<file path="src/rtl/camera_pkg.sv">
// Shared types and default tuning constants for the camera follow controller.
package camera_pkg;

  typedef enum logic [1:0] {
    IDLE,
    CALC,
    COMMIT
  } cam_state_t;

  localparam int DEFAULT_SMOOTH_SHIFT = 3;
  localparam int DEFAULT_DEADZONE     = 16;

endpackage

</file>
<file path="src/rtl/camera_axis_step.sv">
// One axis of the camera update: error, dead-zone, shifted step with a
// guaranteed minimum of one unit, saturation, and snap-to-target select.
module camera_axis_step #(
  parameter int WORLD_BITS   = 32,
  parameter int SMOOTH_SHIFT = 3,
  parameter int DEADZONE     = 16
) (
  input  logic signed [WORLD_BITS-1:0] cam,
  input  logic signed [WORLD_BITS-1:0] tgt,
  input  logic                         snap,
  output logic signed [WORLD_BITS-1:0] nxt
);

  localparam int W = WORLD_BITS;
  localparam logic signed [W:0]   DZ      = (W+1)'(DEADZONE);
  localparam logic signed [W+1:0] SAT_MAX = {3'b000, {(W-1){1'b1}}};
  localparam logic signed [W+1:0] SAT_MIN = {3'b111, {(W-1){1'b0}}};

  logic signed [W:0]   err;
  logic signed [W:0]   err_abs;
  logic signed [W:0]   step;
  logic signed [W+1:0] sum;

  // NOTE: every variable gets a value before any branch reads it, so no latch is inferred.
  always_comb begin
    err     = {tgt[W-1], tgt} - {cam[W-1], cam};
    err_abs = err[W] ? -err : err;
    step    = err >>> SMOOTH_SHIFT;
    // A small error floors to zero (or stays at -1); force a unit step so the camera converges.
    if (step == '0) step = err[W] ? '1 : (W+1)'(1);
    sum = {cam[W-1], cam[W-1], cam} + {step[W], step};

    if (snap)                 nxt = tgt;
    else if (err_abs <= DZ)   nxt = cam;
    else if (sum > SAT_MAX)   nxt = SAT_MAX[W-1:0];
    else if (sum < SAT_MIN)   nxt = SAT_MIN[W-1:0];
    else                      nxt = sum[W-1:0];
  end

endmodule

</file>
<file path="src/rtl/camera_follow.sv">
// Per-frame camera position controller: smoothed follow with dead-zone,
// committed once per frame. Define CAMERA_CLAMP_EN to clamp to world bounds.
module camera_follow
  import camera_pkg::*;
#(
  parameter int WORLD_BITS   = 32,
  parameter int SMOOTH_SHIFT = DEFAULT_SMOOTH_SHIFT,
  parameter int DEADZONE     = DEFAULT_DEADZONE,
  parameter logic signed [WORLD_BITS-1:0] INIT_X = '0,
  parameter logic signed [WORLD_BITS-1:0] INIT_Y = '0,
  parameter logic signed [WORLD_BITS-1:0] MIN_X  = WORLD_BITS'(-(2**20)),
  parameter logic signed [WORLD_BITS-1:0] MAX_X  = WORLD_BITS'(2**20),
  parameter logic signed [WORLD_BITS-1:0] MIN_Y  = WORLD_BITS'(-(2**20)),
  parameter logic signed [WORLD_BITS-1:0] MAX_Y  = WORLD_BITS'(2**20)
) (
  input  logic                         clk_in,
  input  logic                         rst_in,
  input  logic signed [WORLD_BITS-1:0] target_x_in,
  input  logic signed [WORLD_BITS-1:0] target_y_in,
  input  logic                         target_valid_in,
  input  logic                         frame_start_in,
  input  logic                         snap_in,
  output logic signed [WORLD_BITS-1:0] camera_x_out,
  output logic signed [WORLD_BITS-1:0] camera_y_out,
  output logic                         camera_valid_out,
  output logic                         busy_out
);

`ifdef CAMERA_CLAMP_EN
  localparam bit CLAMP_EN = 1'b1;
`else
  localparam bit CLAMP_EN = 1'b0;
`endif

  cam_state_t state, state_n;

  logic signed [WORLD_BITS-1:0] tgt_x, tgt_y;
  logic signed [WORLD_BITS-1:0] snap_tgt_x, snap_tgt_y;
  logic signed [WORLD_BITS-1:0] next_x, next_y;
  logic signed [WORLD_BITS-1:0] step_x, step_y;
  logic                         have_target;
  logic                         snap_pending;
  logic                         snap_rearm;

  function automatic logic signed [WORLD_BITS-1:0] clamp_axis(
    input logic signed [WORLD_BITS-1:0] v,
    input logic signed [WORLD_BITS-1:0] lo,
    input logic signed [WORLD_BITS-1:0] hi
  );
    if (v < lo) return lo;
    if (v > hi) return hi;
    return v;
  endfunction

  always_ff @(posedge clk_in) begin
    if (rst_in) state <= IDLE;
    else        state <= state_n;
  end

  always_comb begin
    state_n = state;
    case (state)
      IDLE:    if (frame_start_in && (have_target || target_valid_in)) state_n = CALC;
      CALC:    state_n = COMMIT;
      COMMIT:  state_n = IDLE;
      default: state_n = IDLE;
    endcase
  end

  assign busy_out = (state != IDLE);

  camera_axis_step #(
    .WORLD_BITS(WORLD_BITS), .SMOOTH_SHIFT(SMOOTH_SHIFT), .DEADZONE(DEADZONE)
  ) u_step_x (
    .cam(camera_x_out), .tgt(snap_tgt_x), .snap(snap_pending), .nxt(step_x)
  );

  camera_axis_step #(
    .WORLD_BITS(WORLD_BITS), .SMOOTH_SHIFT(SMOOTH_SHIFT), .DEADZONE(DEADZONE)
  ) u_step_y (
    .cam(camera_y_out), .tgt(snap_tgt_y), .snap(snap_pending), .nxt(step_y)
  );

  // NOTE: non-blocking assignments so every register here samples pre-edge values.
  always_ff @(posedge clk_in) begin
    if (rst_in) begin
      camera_x_out     <= INIT_X;
      camera_y_out     <= INIT_Y;
      camera_valid_out <= 1'b0;
      tgt_x            <= '0;
      tgt_y            <= '0;
      snap_tgt_x       <= '0;
      snap_tgt_y       <= '0;
      next_x           <= '0;
      next_y           <= '0;
      have_target      <= 1'b0;
      snap_pending     <= 1'b1;
      snap_rearm       <= 1'b0;
    end else begin
      camera_valid_out <= (state == COMMIT);

      if (target_valid_in) begin
        tgt_x       <= target_x_in;
        tgt_y       <= target_y_in;
        have_target <= 1'b1;
      end

      if (state == IDLE && state_n == CALC) begin
        snap_tgt_x <= target_valid_in ? target_x_in : tgt_x;
        snap_tgt_y <= target_valid_in ? target_y_in : tgt_y;
      end

      if (state == CALC) begin
        next_x     <= step_x;
        next_y     <= step_y;
        snap_rearm <= snap_in;
      end

      // A snap requested after CALC sampled the flag survives into the next frame.
      if (state == COMMIT) begin
        camera_x_out <= CLAMP_EN ? clamp_axis(next_x, MIN_X, MAX_X) : next_x;
        camera_y_out <= CLAMP_EN ? clamp_axis(next_y, MIN_Y, MAX_Y) : next_y;
        snap_pending <= snap_in | snap_rearm;
      end else if (snap_in) begin
        snap_pending <= 1'b1;
      end
    end
  end

endmodule

</file>
<file path="config.mk">
export PLATFORM = sky130hd
export DESIGN_NAME = camera_follow
export DESIGN_NICKNAME = d
export VERILOG_FILES = /design/src/rtl/camera_pkg.sv /design/src/rtl/camera_axis_step.sv /design/src/rtl/camera_follow.sv
export SDC_FILE = /design/constraint.sdc
export NUM_CORES = 1
export LEC_CHECK = 0
export ABC_AREA = 1
export BUFFER_PORTS_ARGS = -buffer_cell sky130_fd_sc_hd__buf_2
export CORE_AREA = 2 2 217 219
export DETAILED_ROUTE_END_ITERATION = 8
export DIE_AREA = 0 0 219 221
export GPL_ROUTABILITY_DRIVEN = 0
export PLACE_DENSITY = 0.72
export SYNTH_ARGS = -nofsm -noshare
export SYNTH_HDL_FRONTEND = slang
export SYNTH_HIERARCHICAL = 1
export SYNTH_SLANG_ARGS = --single-unit
</file>
<file path="constraint.sdc">
create_clock -name clk_in -period 6.2 [get_ports clk_in]
set_input_delay 0.31 -clock clk_in [delete_from_list [all_inputs] [get_ports clk_in]]
set_output_delay 0.31 -clock clk_in [all_outputs]
set_load 0.05 [all_outputs]
</file>
After elaboration in Yosys (flattened, before gate mapping):

Cells that the tools add are included.

* register bits after elaboration: 262
* input port bits: 69
* output and inout bits: 66
* logic and storage cells: 57

* $add $sub $neg: 6
* $lt $le $gt $ge: 6
* eq/ne operators: 3
* multiplexer cells: 20
* bitwise operators: 1
* reduce and logical (&&, ||, !) cells: 8

Operators with widths (number)
* 32-bit 2-to-1 mux: 10
* 33-bit 2-to-1 mux: 6
* 32-bit by 33-bit adder with 34-bit output: 2
* 34-bit by 32-bit greater-than comparator with 1-bit output, second input constant: 2
* 34-bit by 32-bit less-than comparator with 1-bit output, second input constant: 2
* 33-bit by 6-bit less-or-equal comparator with 1-bit output, second input constant: 2
* 33-bit logical NOT: 2
* 33-bit negator: 2
* 32-bit by 32-bit subtractor with 33-bit output: 2
* 2-bit by 1-bit == test with 1-bit output, second input constant: 2
* 2-bit one-hot mux with 2 select lines: 1
* 2-bit nonzero test: 2
* 2-bit == test, second input constant: 1
* 1-bit logical AND: 2
* 2-bit logical NOT: 1
* 1-bit 2-to-1 mux: 2
* 2-bit 2-to-1 mux: 1
* 1-bit logical OR: 1
* 1-bit OR: 1

Longest topological paths before layout:

* depth in word-level cells: 9
* gate-level depth with buffers: 43
* depth with buffers taken out: 43

Modules after synthesis:

The synthesis kept the hierarchy.

By module, submodules not included
* camera_follow: instances 1, cells each 1529, area each 10362.4 um^2, seq. area each 5245.0 um^2
* camera_axis_step (u_step_x): instances 1, cells each 1541, area each 7688.6 um^2, seq. area each 0.0 um^2
* camera_axis_step (u_step_y): instances 1, cells each 1441, area each 6922.9 um^2, seq. area each 0.0 um^2

Worst setup path after synthesis:

Ideal clock, no wire load.

* kind: register to register
* start: register camera_y_out[0]
* end: register next_y[11]
* library setup time: 0.116 ns
* data arrival time: 5.167 ns
* data required time: 6.084 ns
* setup slack: 0.917 ns
* stages on the path, launching flop included: 40
* path buffers: 1
* period minus slack after synthesis: 5.283 ns
* cells stage by stage: dfxtp_1 ha_1 fa_1 inv_1 nand2_1 nand2_1 nand3_1 nand2_1 nand2_1 nand2_1 nand3b_1 nand2_1 nand2_1 nand2_1 nand2_1 nor2_1 nand3_1 o41ai_1 (+4 left out) nand2_1 nand2_1 a21oi_1 o21ai_1 a21boi_0 o21bai_1 nand4_1 nand2_1 nand3_1 nand2_1 clkbuf_1 o21ai_0 inv_1 nand3_1 nand3_1 nand2_1 o21ai_0 nor2_1

* longest elaborated chain between the ends: 9
* elaborated cells on any way between the ends: 14
* classes of those cells: add/sub: 3; order compare: 3; mux: 7; reduce/logical: 1

Ends and longest elaborated chain
* start: declaration: RTL line camera_follow.sv:24 `output logic signed [WORLD_BITS-1:0] camera_y_out,`
* start signal: assignment: RTL line camera_follow.sv:122 `camera_y_out <= CLAMP_EN ? clamp_axis(next_y, MIN_Y, MAX_Y) : next_y;`
* 32-bit by 32-bit subtractor with 33-bit output: RTL line camera_axis_step.sv:26 `err = {tgt[W-1], tgt} - {cam[W-1], cam};`
* 33-bit logical NOT or 33-bit 2-to-1 mux (tied branches): RTL line camera_axis_step.sv:30 `if (step == '0) step = err[W] ? '1 : (W+1)'(1);`
* 33-bit 2-to-1 mux: RTL line camera_axis_step.sv:30
* 32-bit by 33-bit adder with 34-bit output: RTL line camera_axis_step.sv:31 `sum = {cam[W-1], cam[W-1], cam} + {step[W], step};`
* 34-bit by 32-bit less-than comparator with 1-bit output: RTL line camera_axis_step.sv:36 `else if (sum < SAT_MIN) nxt = SAT_MIN[W-1:0];`
* 32-bit 2-to-1 mux: RTL line camera_axis_step.sv:36
* 32-bit 2-to-1 mux: RTL line camera_axis_step.sv:35 `else if (sum > SAT_MAX) nxt = SAT_MAX[W-1:0];`
* 32-bit 2-to-1 mux *: RTL line camera_axis_step.sv:34 `else if (err_abs <= DZ) nxt = cam;`
* 32-bit 2-to-1 mux *: RTL line camera_axis_step.sv:33 `if (snap) nxt = tgt;`
* via step_y[11]: RTL line camera_follow.sv:40 `logic signed [WORLD_BITS-1:0] step_x, step_y;`
* end signal: assignment: RTL line camera_follow.sv:115 `next_y <= step_y;`
* end: declaration: RTL line camera_follow.sv:39 `logic signed [WORLD_BITS-1:0] next_x, next_y;`

The timed path passes the listed nets; every way through them passes the cells marked *.
A chain may end at the register's enable or synchronous reset.

Worst setup path in the final report:

* start: register snap_tgt_x[0]
* end: register next_x[4]

* longest elaborated chain between the ends: 9
* elaborated cells on any way between the ends: 14
* classes of those cells: add/sub: 3; order compare: 3; mux: 7; reduce/logical: 1

Ends and longest elaborated chain
* start: declaration: RTL line camera_follow.sv:38 `logic signed [WORLD_BITS-1:0] snap_tgt_x, snap_tgt_y;`
* start signal: assignment: RTL line camera_follow.sv:109 `snap_tgt_x <= target_valid_in ? target_x_in : tgt_x;`
* 32-bit by 32-bit subtractor with 33-bit output *: RTL line camera_axis_step.sv:26
* 33-bit logical NOT or 33-bit 2-to-1 mux (tied branches): RTL line camera_axis_step.sv:30
* 33-bit 2-to-1 mux: RTL line camera_axis_step.sv:30
* 32-bit by 33-bit adder with 34-bit output: RTL line camera_axis_step.sv:31
* 34-bit by 32-bit less-than comparator with 1-bit output: RTL line camera_axis_step.sv:36
* 32-bit 2-to-1 mux: RTL line camera_axis_step.sv:36
* 32-bit 2-to-1 mux: RTL line camera_axis_step.sv:35
* 32-bit 2-to-1 mux *: RTL line camera_axis_step.sv:34
* 32-bit 2-to-1 mux *: RTL line camera_axis_step.sv:33
* via step_x[4]: RTL line camera_follow.sv:40
* end signal: assignment: RTL line camera_follow.sv:114 `next_x <= step_x;`
* end: declaration: RTL line camera_follow.sv:39

Marked as above.

==> out/results.tsv <==
stage	metric	value	unit
clocking	H-Tree Level Count	1	
yosys	mean instance size in the synthesized netlist	5.54	µm²
yosys	Synth Flop Type	sky130_fd_sc_hd__dfxtp_1	
floorplan	Placement Rows	79	
yosys	share of the synthesized area in the top cell type	22.1	%
global_route	total congestion overflow	0	
yosys	number of nets produced by synthesis	4714	
timing	final setup violation count	0	
global_route	number of antenna violations at the first check in global routing	1	
route	per-cell via count in the routed design	5.36	
yosys	post-synthesis sequential area ratio	21.0	%
timing	slew at the pin with the worst max-slew slack	1000	ps
min_path	Hold Crit Class	in2reg	
power	Sequential Power Share	21.6	%
final_layout	finished layout cell area	27500	µm²
route	first-pass iteration count of the detailed router	9	
worst_setup_path	most repeated library cell on the critical path	sky130_fd_sc_hd__nand2_1	
timing	maximum clock rate	174	MHz
timing	final worst-path setup slack	455	ps
clocking	# clock sinks	262	
yosys	Synth area leaders	sky130_fd_sc_hd__nand2_1, sky130_fd_sc_hd__dfxtp_1, sky130_fd_sc_hd__inv_1	
yosys	library cell with the highest instance count after synthesis	sky130_fd_sc_hd__nand2_1	
route	final antenna-violating net count	0	
timing	number of max-slew violations in the final report	0	
timing	Final Hold Violating Endpoints	0	
yosys	synthesized instance count	4511	
route	remaining design rule violation count	5	
timing	final worst path period share	92.7	%
timing	Setup Skew	14.1	ps
clocking	CTS tree	done	
global_route	pin count of the biggest net entering global routing	83	
final_layout	fill cell count	4915	
yosys	Distinct cells, synth	56	
floorplan	die boundary width	219	µm
floorplan	number of top-level pins	135	
final_layout	layout-stage area growth over the synthesis result	10.1	%
worst_setup_path	Data arrival, critical path	6240	ps
clocking	Num CTS Buffers	30	
power	cell internal pwr	4.52	mW
yosys	synth cell count leaders	sky130_fd_sc_hd__nand2_1, sky130_fd_sc_hd__inv_1, sky130_fd_sc_hd__nor2_1	
yosys	share of flip-flops with an asynchronous set or reset after synthesis	0	%
worst_setup_path	Critical-path top delay cell	sky130_fd_sc_hd__fa_1	
run_status	violations in the final reports	DRC	
floorplan	area inside the core boundary	46100	µm²
global_route	met3 Track Usage GR	4.27	%
run	count of maximum capacitance violations	0	
power	switching power total	4.21	mW
worst_setup_path	kind of critical path	reg2reg	
placed_design	Port-buffer cells	134	
timing	total negative slack for setup checks	0	ps
route	drt total wl	84400	µm
worst_setup_path	family of cells with the greatest summed delay on the critical path	simple AND/OR/NAND/NOR gates	
route	count of routing violations after the opening detailed-route iteration	2737	
yosys	post-synth top area cell	sky130_fd_sc_hd__nand2_1	
placed_design	total half-perimeter wirelength after legalization and detailed placement	64700	µm
global_route	number of global-route vias before repair	26200	
yosys	number of enable-type register cells in the synthesized netlist	0	
global_route	GRT Total Usage	34.0	%
route	WL/cell	16.1	µm
clocking	maximum clock insertion buffer count	3	
placed_design	post-placement setup slack	265	ps
power	relative contribution of combinational cells to total power	57.0	%
final_layout	net count reported at finish	4830	
power	Worst VDD drop	0.246	mV
route	Via Count	28200	
run_status	status	complete, but fails checks	
placed_design	placed cell areas	26400	µm²
timing	Post-Route Hold Slack	25.8	ps
timing	post-route minimum period	5750	ps
yosys	number of synthesized register bits	262	
worst_setup_path	startpoint type of the worst setup path	flop	
floorplan	Total Die Area	48400	µm²
power	Leakage	16.0	nW
clocking	root buffer cell	sky130_fd_sc_hd__clkbuf_16	
final_layout	ratio of cells with drive above 1 in the final layout	10.8	%
power	fraction of power spent switching nets	48.2	%
timing	max-slew headroom at the worst pin	33.2	%
power	PwrDens	318	nW/µm²
worst_setup_path	Critical Path RT	6690	ps
global_route	first-pass GRT wire length	133000	µm
timing	RSZ-0062 raised after global routing	no	
global_route	M1 GR Usage	42.1	%
floorplan	Chip Height	221	µm
worst_setup_path	crit path capture type	flop	
global_route	global-route met2 utilization	57.5	%
worst_setup_path	Crit Path Max Fanout	31	
floorplan	Starting Density	54.2	%
worst_setup_path	delay of the slowest cell on the worst path	410	ps
power	Clk network pwr share	21.4	%
worst_setup_path	worst path bufs/invs	4	
yosys	cell area after synthesis	25000	µm²
final_layout	total inserted antenna cells	0	
clocking	Clock Latency Late Sink	600	ps
clocking	clock transition at the register clock pins on the worst setup and hold paths after CTS	60	ps
global_route	layer carrying the most global-route usage	met2	
yosys	number of warnings printed during yosys synthesis	6	
[flip-flops by register name, indices dropped and copies added (netlist names)]
register and cells:
snap_rearm 1, snap_tgt_x 32, snap_tgt_y 32, camera_x_out 32, tgt_x 32, camera_valid_out 1, camera_y_out 32, have_target 1
tgt_y 32, next_x 32, snap_pending 1, state 2, next_y 32
[cell usage in the layout (no fill, tap or decap), types with 10 or more instances in the layout]
cell type	synthesis	routed
sky130_fd_sc_hd__nand2_1	1473	1466
sky130_fd_sc_hd__inv_1	751	750
sky130_fd_sc_hd__nor2_1	619	616
sky130_fd_sc_hd__nand3_1	391	390
sky130_fd_sc_hd__dfxtp_1	262	258
sky130_fd_sc_hd__o21ai_0	185	182
sky130_fd_sc_hd__buf_2	69	134
sky130_fd_sc_hd__ha_1	130	126
sky130_fd_sc_hd__a21oi_1	122	121
sky130_fd_sc_hd__buf_4	4	91
sky130_fd_sc_hd__nand2_2	49	56
sky130_fd_sc_hd__xor2_1	47	47
sky130_fd_sc_hd__inv_2	42	40
sky130_fd_sc_hd__nand3_2	38	39
sky130_fd_sc_hd__nand4_1	36	36
sky130_fd_sc_hd__nor2_2	33	32
sky130_fd_sc_hd__clkbuf_16	0	31
sky130_fd_sc_hd__o21ai_1	27	29
sky130_fd_sc_hd__xnor2_1	25	25
sky130_fd_sc_hd__nor3_1	17	17
sky130_fd_sc_hd__nor2_4	9	13
sky130_fd_sc_hd__o21a_1	12	12
sky130_fd_sc_hd__clkinv_2	0	11
sky130_fd_sc_hd__clkinv_1	10	10
[final cells by class]
type,instances,area [µm²],share of cell area (%)
Multi-Input combinational cell,3299,16000,58.2
Clock inverter,19,193,0.701
Tap cell,607,759,2.76
Sequential cell,262,5250,19.1
Inverter,803,3020,11.0
Timing Repair Buffer,231,1460,5.29
Clock buffer,37,828,3.01
[cells by family after synthesis]
kind of cell / after synthesis / synth area share, %
compound gates: 398 / 8.70
flops: 262 / 21.0
fa+ha+maj: 134 / 6.83
xor+xnor: 72 / 2.53
buf+inv: 950 / 15.4
simple gates: 2695 / 45.6
[power by group through the flow]
stage,Combinational [mW],Clock [mW],Sequential [mW]
6_report,4.98,1.87,1.89
3_5_place_dp,4.80,0,1.92
3_3_place_gp,4.77,0,1.92
5_1_grt,5.55,1.95,1.89
4_1_cts,4.83,1.88,1.88
2_1_floorplan,3.63,0,1.95
[final timing paths]
kind	to	slack [ps]	cells past startpoint	from
setup / recovery	next_x[4]	450	39	snap_tgt_x[0]
hold reg to reg	camera_y_out[21]	480	2	next_y[21]
hold / removal	tgt_y[7]	30	5	target_y_in[7]
setup reg to reg	next_x[4]	450	39	snap_tgt_x[0]
[layer usage]
metal  vias up  part of all wire, %
met2      1180                   46
met3       249                  7.6
met5         -                0.015
met1     12700                   41
met4         2                  5.7
li1      14100                    -
[what timing repair did]
| item | in CTS | in global routing |
|---|---|---|
| resized for setup | 0 | 31 |
| setup endpoints to repair | 0 | 62 |
| endpoints found under the hold margin | 1 | 0 |
| buffers inserted | 0 | 1 |
| hold buffers | 1 | 0 |
[worst min-delay path, cell delays in order]
cell and delay, ps:
sky130_fd_sc_hd__buf_2 70, sky130_fd_sc_hd__inv_1 30, sky130_fd_sc_hd__nand2_1 50, sky130_fd_sc_hd__nand2_1 60, sky130_fd_sc_hd__nor2_1 70
[stage by stage]
step	instances	utilization, %	power (mW)
2_1_floorplan	4511	-	5.58
3_3_place_gp	5200	57.3	6.69
3_5_place_dp	5200	57.3	6.72
4_1_cts	5257	59.5	8.60
5_1_grt	5258	59.7	9.39
6_report	5258	59.7	8.74
No activity file was read; power rests on OpenSTA's default activity.
